==> src/rtl/if_stage_pipelined_pkg.sv <==
// Shared types and defaults for the pipelined instruction-fetch stage.
// The IF/ID payload is sized to IF_XLEN, so ADDR_W and DATA_W must not exceed it.
package if_pkg;

  localparam int          IF_XLEN       = 32;
  localparam int          PC_STEP_DEF   = 4;
  localparam logic [31:0] NOP_INSTR_DEF = 32'h0000_0000;

  typedef enum logic [1:0] {
    NPC_SEQ      = 2'd0,
    NPC_HOLD     = 2'd1,
    NPC_REDIRECT = 2'd2
  } npc_sel_e;

  typedef struct packed {
    logic [IF_XLEN-1:0] instr;
    logic [IF_XLEN-1:0] pc;
    logic [IF_XLEN-1:0] pc_plus4;
    logic               valid;
  } if_id_t;

endpackage

==> src/rtl/if_stage_pipelined_if.sv <==
// Instruction-memory port: the fetch stage is master (address/request out, data/ready in).
interface if_stage_pipelined_if #(
  parameter int ADDR_W = 32,
  parameter int DATA_W = 32
);
  logic [ADDR_W-1:0] imem_addr_o;
  logic              imem_req_o;
  logic [DATA_W-1:0] imem_rdata_i;
  logic              imem_ready_i;

  modport master (output imem_addr_o, imem_req_o, input imem_rdata_i, imem_ready_i);
  modport slave  (input imem_addr_o, imem_req_o, output imem_rdata_i, imem_ready_i);
endinterface

==> src/rtl/if_stage_pipelined_next_pc.sv <==
// Combinational next-PC selection: redirect > hold (stall or fetch wait) > sequential.
// With IF_ALIGN_CHECK_EN defined, redirect targets are forced to word alignment.
module if_next_pc
  import if_pkg::*;
#(
  parameter int ADDR_W  = 32,
  parameter int PC_STEP = PC_STEP_DEF
) (
  input  logic [ADDR_W-1:0] pc_i,
  input  logic              stall_i,
  input  logic              branch_taken_i,
  input  logic [ADDR_W-1:0] branch_target_i,
  input  logic              imem_ready_i,
  output logic [ADDR_W-1:0] next_pc_o,
  output logic [ADDR_W-1:0] pc_plus_step_o,
  output npc_sel_e          sel_o
);

  logic [ADDR_W-1:0] w_target;

  assign pc_plus_step_o = pc_i + ADDR_W'(PC_STEP);

`ifdef IF_ALIGN_CHECK_EN
  assign w_target = {branch_target_i[ADDR_W-1:2], 2'b00};
`else
  assign w_target = branch_target_i;
`endif

  always_comb begin
    sel_o     = NPC_SEQ;
    next_pc_o = pc_plus_step_o;
    if (branch_taken_i) begin
      sel_o     = NPC_REDIRECT;
      next_pc_o = w_target;
    end else if (stall_i || !imem_ready_i) begin
      sel_o     = NPC_HOLD;
      next_pc_o = pc_i;
    end
  end

endmodule

==> src/rtl/if_stage_pipelined.sv <==
// Instruction-fetch stage: PC register, imem request and the IF/ID pipeline register.
// Optional IF_ALIGN_CHECK_EN adds if_misalign_o, a one-cycle pulse on a misaligned redirect.
module if_stage_pipelined
  import if_pkg::*;
#(
  parameter int          ADDR_W    = 32,
  parameter int          DATA_W    = 32,
  parameter logic [31:0] RESET_PC  = 32'h0000_0000,
  parameter int          PC_STEP   = PC_STEP_DEF,
  parameter logic [31:0] NOP_INSTR = NOP_INSTR_DEF
) (
  input  logic                clk,
  input  logic                rst_n,
  input  logic                stall_i,
  input  logic                flush_i,
  input  logic                branch_taken_i,
  input  logic [ADDR_W-1:0]   branch_target_i,
  if_stage_pipelined_if.master imem,
  output logic [ADDR_W-1:0]   pc_o,
  output logic [DATA_W-1:0]   if_id_instr_o,
  output logic [ADDR_W-1:0]   if_id_pc_o,
  output logic [ADDR_W-1:0]   if_id_pc_plus4_o,
  output logic                if_id_valid_o
`ifdef IF_ALIGN_CHECK_EN
  ,
  output logic                if_misalign_o
`endif
);

  logic [ADDR_W-1:0] r_pc;
  if_id_t            r_if_id;
  if_id_t            w_if_id_nxt;
  if_id_t            w_bubble;
  logic [ADDR_W-1:0] w_next_pc;
  logic [ADDR_W-1:0] w_pc_plus_step;
  npc_sel_e          w_sel;

  if_next_pc #(
    .ADDR_W (ADDR_W),
    .PC_STEP(PC_STEP)
  ) u_next_pc (
    .pc_i           (r_pc),
    .stall_i        (stall_i),
    .branch_taken_i (branch_taken_i),
    .branch_target_i(branch_target_i),
    .imem_ready_i   (imem.imem_ready_i),
    .next_pc_o      (w_next_pc),
    .pc_plus_step_o (w_pc_plus_step),
    .sel_o          (w_sel)
  );

  // A bubble keeps the previous PC fields so downstream probes stay stable.
  always_comb begin
    w_bubble       = r_if_id;
    w_bubble.instr = IF_XLEN'(DATA_W'(NOP_INSTR));
    w_bubble.valid = 1'b0;
  end

  always_comb begin
    w_if_id_nxt = r_if_id;
    case (w_sel)
      NPC_REDIRECT: w_if_id_nxt = w_bubble;
      NPC_HOLD: begin
        if (!stall_i || flush_i) w_if_id_nxt = w_bubble;
      end
      default: begin
        w_if_id_nxt.instr    = flush_i ? IF_XLEN'(DATA_W'(NOP_INSTR))
                                       : IF_XLEN'(imem.imem_rdata_i);
        w_if_id_nxt.pc       = IF_XLEN'(r_pc);
        w_if_id_nxt.pc_plus4 = IF_XLEN'(w_pc_plus_step);
        w_if_id_nxt.valid    = ~flush_i;
      end
    endcase
  end

  always_ff @(posedge clk or negedge rst_n) begin
    if (!rst_n) begin
      r_pc             <= ADDR_W'(RESET_PC);
      r_if_id.instr    <= IF_XLEN'(DATA_W'(NOP_INSTR));
      r_if_id.pc       <= '0;
      r_if_id.pc_plus4 <= '0;
      r_if_id.valid    <= 1'b0;
    end else begin
      r_pc    <= w_next_pc;
      r_if_id <= w_if_id_nxt;
    end
  end

`ifdef IF_ALIGN_CHECK_EN
  logic r_misalign;

  always_ff @(posedge clk or negedge rst_n) begin
    if (!rst_n) r_misalign <= 1'b0;
    else        r_misalign <= branch_taken_i && (branch_target_i[1:0] != 2'b00);
  end

  assign if_misalign_o = r_misalign;
`endif

  assign imem.imem_addr_o = r_pc;
  assign imem.imem_req_o  = rst_n & ~branch_taken_i;
  assign pc_o             = r_pc;
  assign if_id_instr_o    = DATA_W'(r_if_id.instr);
  assign if_id_pc_o       = ADDR_W'(r_if_id.pc);
  assign if_id_pc_plus4_o = ADDR_W'(r_if_id.pc_plus4);
  assign if_id_valid_o    = r_if_id.valid;

endmodule

==> src/flat_wrapper.sv <==
// flat-port wrapper written by rule: the top's interface ports become plain ports
module if_stage_pipelined_flat import if_pkg::*;
#(
  parameter int          ADDR_W    = 32,
  parameter int          DATA_W    = 32,
  parameter logic [31:0] RESET_PC  = 32'h0000_0000,
  parameter int          PC_STEP   = PC_STEP_DEF,
  parameter logic [31:0] NOP_INSTR = NOP_INSTR_DEF
)
  (clk, rst_n, stall_i, flush_i, branch_taken_i, branch_target_i, pc_o, if_id_instr_o, if_id_pc_o, if_id_pc_plus4_o, if_id_valid_o, imem_imem_addr_o, imem_imem_req_o, imem_imem_rdata_i, imem_imem_ready_i);
  if_stage_pipelined_if #(.ADDR_W(ADDR_W), .DATA_W(DATA_W)) imem_i ();
  input  logic clk;
  input  logic rst_n;
  input  logic stall_i;
  input  logic flush_i;
  input  logic branch_taken_i;
  input  logic [ADDR_W-1:0] branch_target_i;
  output logic [ADDR_W-1:0] pc_o;
  output logic [DATA_W-1:0] if_id_instr_o;
  output logic [ADDR_W-1:0] if_id_pc_o;
  output logic [ADDR_W-1:0] if_id_pc_plus4_o;
  output logic if_id_valid_o;
  output wire logic [$bits(imem_i.imem_addr_o)-1:0] imem_imem_addr_o;
  output wire logic [$bits(imem_i.imem_req_o)-1:0] imem_imem_req_o;
  input wire logic [$bits(imem_i.imem_rdata_i)-1:0] imem_imem_rdata_i;
  input wire logic [$bits(imem_i.imem_ready_i)-1:0] imem_imem_ready_i;
  assign imem_imem_addr_o = imem_i.imem_addr_o;
  assign imem_imem_req_o = imem_i.imem_req_o;
  assign imem_i.imem_rdata_i = imem_imem_rdata_i;
  assign imem_i.imem_ready_i = imem_imem_ready_i;
  if_stage_pipelined #(.ADDR_W(ADDR_W), .DATA_W(DATA_W), .RESET_PC(RESET_PC), .PC_STEP(PC_STEP), .NOP_INSTR(NOP_INSTR)) u_core (.clk(clk), .rst_n(rst_n), .stall_i(stall_i), .flush_i(flush_i), .branch_taken_i(branch_taken_i), .branch_target_i(branch_target_i), .imem(imem_i), .pc_o(pc_o), .if_id_instr_o(if_id_instr_o), .if_id_pc_o(if_id_pc_o), .if_id_pc_plus4_o(if_id_pc_plus4_o), .if_id_valid_o(if_id_valid_o));
endmodule
==> config.mk <==
export PLATFORM = sky130hd
export DESIGN_NAME = if_stage_pipelined_flat
export DESIGN_NICKNAME = d
export VERILOG_FILES = /design/src/rtl/if_stage_pipelined_pkg.sv /design/src/rtl/if_stage_pipelined_if.sv /design/src/rtl/if_stage_pipelined_next_pc.sv /design/src/rtl/if_stage_pipelined.sv /design/src/flat_wrapper.sv
export SDC_FILE = /design/constraint.sdc
export NUM_CORES = 1
export LEC_CHECK = 0
export CAP_MARGIN = 40
export CORE_MARGIN = 3
export CORE_UTILIZATION = 48
export CTS_BUF_LIST = sky130_fd_sc_hd__clkbuf_4 sky130_fd_sc_hd__clkbuf_8 sky130_fd_sc_hd__clkbuf_16
export DETAILED_ROUTE_END_ITERATION = 10
export PLACE_DENSITY = 0.9
export SYNTH_ARGS = -nofsm -noshare
export SYNTH_HDL_FRONTEND = slang
export SYNTH_SLANG_ARGS = --single-unit
export TNS_END_PERCENT = 1
==> constraint.sdc <==
create_clock -name clk -period 3 [get_ports clk]
set_input_delay 0.6 -clock clk [delete_from_list [all_inputs] [get_ports clk]]
set_output_delay 0.6 -clock clk [all_outputs]
set_load 0.02 [all_outputs]
# Word-level counts from Yosys, hierarchy flattened
# Index checks and enable logic that the tools add are counted.
# totals
register_bits	129
inputBits	70
word_cells	27
# op_classes
add_sub_neg	1
n_eq_ne	4
muxes	7
bitwise	5
n_reduce_logical	5
# ops
op	n
97-bit one-hot mux with 2 select lines	1
97-bit two-way mux	1
32-bit two-way mux	3
32-bit by 3-bit adder with 32-bit output, second input constant	1
1-bit NOT	4
2-bit by 1-bit == test with 1-bit output, second input constant	1
2-bit == test, second input constant	1
1-bit logical NOT	2
1-bit logical OR	2
2-bit two-way mux	1
2-bit by 1-bit != test with 1-bit output, second input constant	1
2-bit != test, second input constant	1
2-bit AND reduction	1
1-bit bitwise AND	1
1-bit two-way mux	1

# Longest topological paths before layout
# Gate-level depths: netlist of run 1.
# depth
ltp_word	7
ltp_mapped	7

# Cells and area by module
# From an unflattened synthesis of run 1, not the netlist that was laid out.
# hier_totals
cells_unflattened	612
hier_area_um2	6483.7
# by_module_without_submodules
mod	n_inst	cells_per_inst	area_per_inst_um2
if_stage_pipelined	1	351	4909.7
if_next_pc	1	261	1574.0

# Worst setup path after synthesis of run 1
# No wires, ideal clock.
# synth_timing
kind	register -> register
from	reg u_core.r_pc[2] (netlist: u_core.imem.imem_addr_o[2])
to	reg u_core.r_pc[28] (netlist: u_core.imem.imem_addr_o[28])
setup_time_ns	0.125
arrival_ns	1.878
required_time_ns	2.875
slack_ns	0.997
path_stages_with_launch	8
path_buffers	1
cell_sequence	dfrtp_1 -> ha_1 -> buf_2 -> nand4b_1 -> nor3_1 -> nor4b_1 -> xor2_1 -> mux2_2
# synth_via
elab_chain_len	3
# synth_lines
item	line	text
start: declaration	if_stage_pipelined.sv:30	logic [ADDR_W-1:0] r_pc;
start signal: assignment	if_stage_pipelined.sv:78	r_pc <= ADDR_W'(RESET_PC);
start signal: assignment	if_stage_pipelined.sv:84	r_pc <= w_next_pc;
32-bit by 3-bit adder with 32-bit output	if_stage_pipelined_next_pc.sv:21	assign pc_plus_step_o = pc_i + ADDR_W'(PC_STEP);
32-bit two-way mux	if_stage_pipelined_next_pc.sv:35	end else if (stall_i || !imem_ready_i) begin
32-bit two-way mux	if_stage_pipelined_next_pc.sv:32	if (branch_taken_i) begin
# No other way between the ends. The select of a mux whose other input is x is not followed.
# A chain may end at the register's enable or synchronous reset.

# Worst setup path after layout of run 1
# layout_timing
from	reg u_core.r_pc[8] (netlist: u_core.imem.imem_addr_o[8])
to	reg u_core.r_pc[29] (netlist: u_core.imem.imem_addr_o[29])
# Same word-level chain as after synthesis.

==> summary.md, run 1 <==
| Metric | Value |
|---|---|
| Crit path max fanout | 15 |
| Die width | about 120 µm |
| Commonest non-fill, non-tap cell in the layout | clkdlybuf4s50_1 |
| Synth Flop Type | dfrtp_1 |
| IO Count | 232 |
| Post-CTS Setup Bufs | 0 |
| CTS tree | yes |
| Largest net degree at the start of global routing | between 90 and 100 |
| Post-DR wirelength/cell | 18.3 µm |
| H-tree depth | 4 |
| DRC viols | 0 |
| Crit path time final | 2.43 ns |
| DIE AREA | 0.0140 mm² |
| Fmax achieved | 412 MHz |
| Routability Congestion | 0.878 |
| Peak supply drop | 0.325 mV |
| Via-to-Cell Ratio | 5.36 |
| Unrepaired setup endpoints after global routing | no |
| Clock skew | 0.0154 ns |
| Combinational share of power | 0.246 |
| Critical path startpoint | u_core.imem.imem_addr_o[8] |
| First-pass GRT wire length | 29300 µm |
| Core region area | 0.0122 mm² |
| Pwr Density | 609 mW/mm² |
| FF+latch count, synth | 127 |
| Die H | 118 µm |
| N_diodes | 0 |
| Num CTS Buffers | 17 |
| Placed insts | 954 |
| TritonCTS Sinks | 127 |
| Sw Pwr | 1.66 mW |
| Dpl hpwl | approximately 13000 µm |
| Ratio of cells with drive above 1 in the final layout | 0.0990 |
| Fill count | 891 |
| Grt ovf | 0 |
| Post-synth ARST share | 1.00 |
| Nets | roughly 880 |
| Initial antenna violation count | 0 |
| Flop pwr share | 0.389 |
| Hold WC Path Type | in -> async |
| Worst slew pin tran | 0.934 ns |
| Hold_buf cts | 0 |
| Outcome | finished clean |
| Fin. max-slew vios | 0 |
| R2R Path Start | u_core.imem.imem_addr_o[8] |
| Setup_tns | 0 ns |
| Setup slack, reg-to-reg | 0.57 ns |
| Starting density of the core | 0.497 |
| Avg Cell Area, Syn | 9.86 µm² |
| Switch share | 0.307 |
| Initial DRC count | 372 |
| Final Hold Vio Count | 0 |
| GRT Overall Usage | 0.261 |
| Post-synth EDFFs | 0 |
| Final hold slack | 0.352 ns |
| Post-Route WL | 18000 µm |
| Clock Latency Late Sink | 0.41 ns |
| CTS resizes | 0 |
| Post-Syn Nets | 687 |
| Post-Synthesis Cells | 616 |
| Leak | 3.79 nW |
| Area delta synth->final | 46.2% |
| WP data required | 3.26 ns |
| FF-to-FF path depth | 5 |
| Crit end category | register |
| Critical path class | reg -> reg |
| Number of global-route vias before repair | 5519 |
| Startpoint types | register |
| Syn. warnings | 0 |
| Synth cell types | 46 |
| Design Area, Final | 0.00888 mm² |
| Final Setup Violations | 0 |
| Via count | 5287 |
| Non-Filler Instances | 986 |
| Most frequent cells in the layout | clkdlybuf4s50_1 (229), nand2_1 (166), dfrtp_1 (127) |
| DRT antenna net count | 0 |
| Tcrit/Tclk final | 0.809 |
| Port Buffers | 231 |
| Sequential share of the synthesized area | 0.523 |
| Syn Std Cell Area | 0.00607 mm² |
| Pre-antenna DRT Iters | 7 |
| Reg clk slew, reported paths | 0.06 ns |
| R2R Path End | u_core.imem.imem_addr_o[29] |
| Max cap viols | 0 |
| # rows | 40 |
| Dpl cell area | 0.00831 mm² |
| Internal power | 3.74 mW |
| Part of the power in the clock network | 0.365 |
| Clock Path Buffers | 2 |
| Max-slew headroom | 0.373 |
| Clock root cell | clkbuf_16 |
| CP arrival | between 2 and 3 ns |
[per-stage QoR]
stage	power [mW]	setup slack (ns)	util
finish	5.40	0.573	0.727
detailed placement	3.47	0.479	0.680
global placement	3.42	0.365	0.679
global route	5.63	0.428	0.727
CTS	5.45	0.599	0.727
floorplan	2.76	0.997	-
[metal layers]
| layer | vias to the layer above | track usage | part of all wire |
|---|---|---|---|
| li1 | 2408 | - | - |
| met1 | 2602 | 0.322 | 0.40 |
| met2 | 256 | 0.440 | 0.50 |
| met3 | 21 | 0.0885 | 0.087 |
| met4 | 0 | 0.0681 | 0.013 |
| met5 | - | 0 | 0 |
[cells in the mapped netlist (6+ instances only)]
cell type	count	share of area
nand2_1	166	0.10
dfrtp_1	127	0.52
o21ai_0	43	0.035
buf_4	36	0.044
xnor2_1	36	0.052
a22o_1	32	0.046
clkbuf_1	27	0.017
xor2_1	20	0.029
nor2_1	16	0.0099
buf_2	12	0.0099
o21ai_1	12	0.0099
nand3_1	10	0.0082
nor3_1	8	0.0066
nor4_1	8	0.0082
mux2_2	6	0.011
nand4_1	6	0.0062
[power by group through the flow]
stage | clock network, mW | registers, mW | logic, mW
floorplan | 0 | 2.32 | 0.440
global placement | 0 | 2.11 | 1.30
detailed placement | 0 | 2.13 | 1.34
CTS | 2.01 | 2.10 | 1.34
global route | 2.08 | 2.13 | 1.42
finish | 1.97 | 2.10 | 1.33
[layout make-up]
| class | count | area, µm² | area share |
|---|---|---|---|
| clock inverter | 12 | 111 | 0.0125 |
| tap | 168 | 210 | 0.0237 |
| multi-input combinational | 410 | 2460 | 0.277 |
| clock buffer | 20 | 460 | 0.0519 |
| inverter | 2 | 7.51 | 0.000845 |
| sequential | 127 | 3180 | 0.358 |
| timing repair buffer | 247 | 2450 | 0.276 |
[sequential cells by signal, summed over array words and instances, names as in the netlist]
name and flops:
u_core.if_id_pc_plus4_o 32, u_core.if_id_pc_o 30, u_core.if_id_instr_o 32, u_core.if_id_valid_o 1, u_core.imem.imem_addr_o 32
[worst max-delay path, stage by stage (launching register included)]
cell,delay (ns)
dfrtp_1,0.55
nand4_2,0.21
nor4_4,0.86
nand3_1,0.29
o21ai_0,0.26
o311ai_1,0.13
[logic make-up (layout without fill, tap and decap cells)]
| group | after synthesis | after routing | synth area share |
|---|---|---|---|
| xor+xnor | 56 | 56 | 0.0808 |
| mux | 7 | 7 | 0.0128 |
| buf+inv | 79 | 281 | 0.0748 |
| simple gates | 254 | 254 | 0.208 |
| flops | 127 | 127 | 0.523 |
| fa+ha+maj | 1 | 1 | 0.00206 |
| compound gates | 92 | 92 | 0.0979 |
[worst max-delay path by stage]
stage                                        endpoint  slack [ns]
final                     u_core.imem.imem_addr_o[29]        0.57
after detailed placement  u_core.imem.imem_addr_o[28]        0.48
after global placement        u_core.if_id_instr_o[3]        0.36
after global routing      u_core.imem.imem_addr_o[29]        0.43
after floorplan           u_core.imem.imem_addr_o[28]         1.0
after CTS                 u_core.imem.imem_addr_o[29]        0.60
Power figures use the tool's default switching activity.
==> run 2: changes to the inputs <==
--- a/config.mk
+++ b/config.mk
@@ -7,10 +7,10 @@
 export LEC_CHECK = 0
 export CAP_MARGIN = 40
 export CORE_MARGIN = 3
-export CORE_UTILIZATION = 48
+export CORE_UTILIZATION = 40
 export CTS_BUF_LIST = sky130_fd_sc_hd__clkbuf_4 sky130_fd_sc_hd__clkbuf_8 sky130_fd_sc_hd__clkbuf_16
 export DETAILED_ROUTE_END_ITERATION = 10
-export PLACE_DENSITY = 0.9
+export PLACE_DENSITY = 0.81
 export SYNTH_ARGS = -nofsm -noshare
 export SYNTH_HDL_FRONTEND = slang
 export SYNTH_SLANG_ARGS = --single-unit
==> constraint.sdc (replaced) <==
create_clock -name clk -period 2.2 [get_ports clk]
set_input_delay 0.44 -clock clk [delete_from_list [all_inputs] [get_ports clk]]
set_output_delay 0.44 -clock clk [all_outputs]
set_load 0.02 [all_outputs]
==> summary.md, run 2 (synthesized netlist as in run 1, its figures left out) <==
| Metric | Value |
|---|---|
| Outcome | finished clean (unchanged) |
| DIE AREA | 0.0167 mm² (was 0.0140 mm²) |
| IO Count | 232 (unchanged) |
| First-pass GRT wire length | 27800 µm (was 29300 µm) |
| Ratio of cells with drive above 1 in the final layout | 0.124 (was 0.0990) |
| Largest net degree at the start of global routing | 128 (was 94) |
| Reg area | 0.00318 mm² (about the same) |
| PnR worst setup slack | 0.0968 ns (was 0.573 ns) |
| Clock root cell | clkbuf_16 (unchanged) |
| Die width | 129 µm (was 118 µm) |
| Area of the multi-input gates | 0.00246 mm² (unchanged) |
| Setup slack, reg-to-reg | 0.33 ns (was 0.57 ns) |
| Dpl hpwl | 12800 µm (was 13000 µm) |
| FF-to-FF path depth | 6 (was 5) |
| Grt ovf | 0 (unchanged) |
| Port Buffers | 231 (unchanged) |
| Fill count | 1238 (was 891) |
| Max-slew headroom | 0.526 (was 0.373) |
| Setup_tns | 0 ns (unchanged) |
| Tcrit/Tclk final | 0.956 |
| Overall power | 7.62 mW (was 5.40 mW) |
| CP arrival | 1.66 ns (was 2.69 ns) |
| Num CTS Buffers | 17 (unchanged) |
| Initial DRC count | 202 (was 372) |
| GRT Overall Usage | 0.216 (was 0.261) |
| WP data required | 1.76 ns (was 3.26 ns) |
| Startpoint types | register (unchanged) |
| DRT antenna net count | 0 (unchanged) |
| Crit path max fanout | 6 (was 15) |
| Nets | 898 (was 876) |
| CTS tree | yes (unchanged) |
| Crit path time final | 2.10 ns |
| Die H | 129 µm (was 118 µm) |
| Post-CTS Setup Bufs | 0 (unchanged) |
| H-tree depth | 4 (unchanged) |
| Leak | 3.95 nW (was 3.79 nW) |
| Most frequent cells in the layout | clkdlybuf4s50_1 (229), nand2_1 (166), dfrtp_1 (126) (was clkdlybuf4s50_1 (229), nand2_1 (166), dfrtp_1 (127)) |
| TritonCTS Sinks | 127 (unchanged) |
| Final core utilization | 0.623 (was 0.727) |
| N_diodes | 0 (unchanged) |
| Initial antenna violation count | 0 (unchanged) |
| Via-to-Cell Ratio | 5.06 (was 5.36) |
| Via count | 5177 (was 5287) |
| Clock skew | 0.00674 ns (was 0.0154 ns) |
| Routability Congestion | 0.838 (was 0.878) |
| Post-DR wirelength/cell | 17.2 µm (was 18.3 µm) |
| Clock Path Buffers | 2 (unchanged) |
| Starting density of the core | 0.413 (was 0.497) |
| Hold_buf cts | 0 (unchanged) |
| Reg clk slew, reported paths | 0.06 ns (about the same) |
| Core region area | 0.0147 mm² (was 0.0122 mm²) |
| Commonest non-fill, non-tap cell in the layout | clkdlybuf4s50_1 (unchanged) |
| Post-Route WL | 17600 µm (was 18000 µm) |
| Final Setup Violations | 0 (unchanged) |
| R2R Path Start | u_core.imem.imem_addr_o[4] (was u_core.imem.imem_addr_o[8]) |
| Crit end category | output port (was register) |
| Pwr Density | 832 mW/mm² (was 609 mW/mm²) |
| Fmax achieved | 475 MHz |
| Hold WC Path Type | in -> async (unchanged) |
| DRC viols | 0 (unchanged) |
| Clock Latency Late Sink | 0.41 ns (about the same) |
| Max cap viols | 0 (unchanged) |
| Unrepaired setup endpoints after global routing | no (unchanged) |
| Setup WS pre-CTS | 0.0456 ns (was 0.479 ns) |
| Area delta synth->final | 50.8% (was 46.2%) |
| Number of global-route vias before repair | 5245 (was 5519) |
| Peak supply drop | 0.498 mV (was 0.325 mV) |
| Fin. max-slew vios | 0 (unchanged) |
| Final Hold Vio Count | 0 (unchanged) |
| CTS resizes | 1 (was 0) |
| # rows | 44 (was 40) |
| Final hold slack | 0.125 ns (was 0.352 ns) |
| R2R Path End | u_core.imem.imem_addr_o[27] (was u_core.imem.imem_addr_o[29]) |
| Pre-antenna DRT Iters | 4 (was 7) |
| Critical path class | reg -> out (was reg -> reg) |
| Worst slew pin tran | 0.711 ns (was 0.934 ns) |
run 2: changes by cell type in the layout (fill, tap and decap cells not counted), sizes merged:
cell | before | now
clkinv | 3 | 5
inv | 4 | 2
clkinvlp | 6 | 2
bufinv | 1 | 3
buf | 18 | 40
clkbuf | 20 | 22
run 2: per-layer routing:
layer	wire length (µm)	track usage	vias to the layer above
met3	1630	0.0734	23
met1	7420	0.278	2475
met2	8290	0.342	226
li1	-	-	2453
met4	278	0.0760	0
met5	0	0	-
run 2: worst max path at each step:
stage | from | to | slack, ns | depth (start not counted)
2_1_floorplan | u_core.imem.imem_addr_o[2] | u_core.imem.imem_addr_o[28] | 0.20 | 7
3_3_place_gp | stall_i | u_core.imem.imem_addr_o[28] | 0.09 | 6
3_5_place_dp | stall_i | u_core.imem.imem_addr_o[28] | 0.05 | 6
4_1_cts | u_core.imem.imem_addr_o[15] | imem_imem_addr_o[15] | 0.07 | 1
5_1_grt | u_core.imem.imem_addr_o[15] | imem_imem_addr_o[15] | 0.03 | 1
6_report | u_core.imem.imem_addr_o[13] | imem_imem_addr_o[13] | 0.1 | 2
run 2: final cells by class:
class,instances,area share
clock buffers,22,0.0533
repair buffers,269,0.290
clock inverters,10,0.0146
multi-input cells,410,0.269
well taps,184,0.0251
inverters,2,0.000820
flip-flops and latches,127,0.347
run 2: power breakdown:
group          internal, mW  total (mW)  switching [mW]
sequential             2.61        2.83           0.217
combinational         0.913        1.88           0.963
clock                  1.91        2.92            1.01
run 2: per-stage QoR:
| stage | instance area, µm² | std cells |
|---|---|---|
| 4_1_cts | 9160 | 1024 |
| 3_3_place_gp | 8540 | 992 |
| 5_1_grt | 9160 | 1024 |
| 3_5_place_dp | 8540 | 992 |
| 2_1_floorplan | 6070 | 616 |
| 6_report | 9160 | 1024 |
run 2: worst max-delay path: stages (launching register included):
cell             delay (ns)
dfrtp_1                0.44
buf_4                  0.20
clkdlybuf4s50_1        0.61
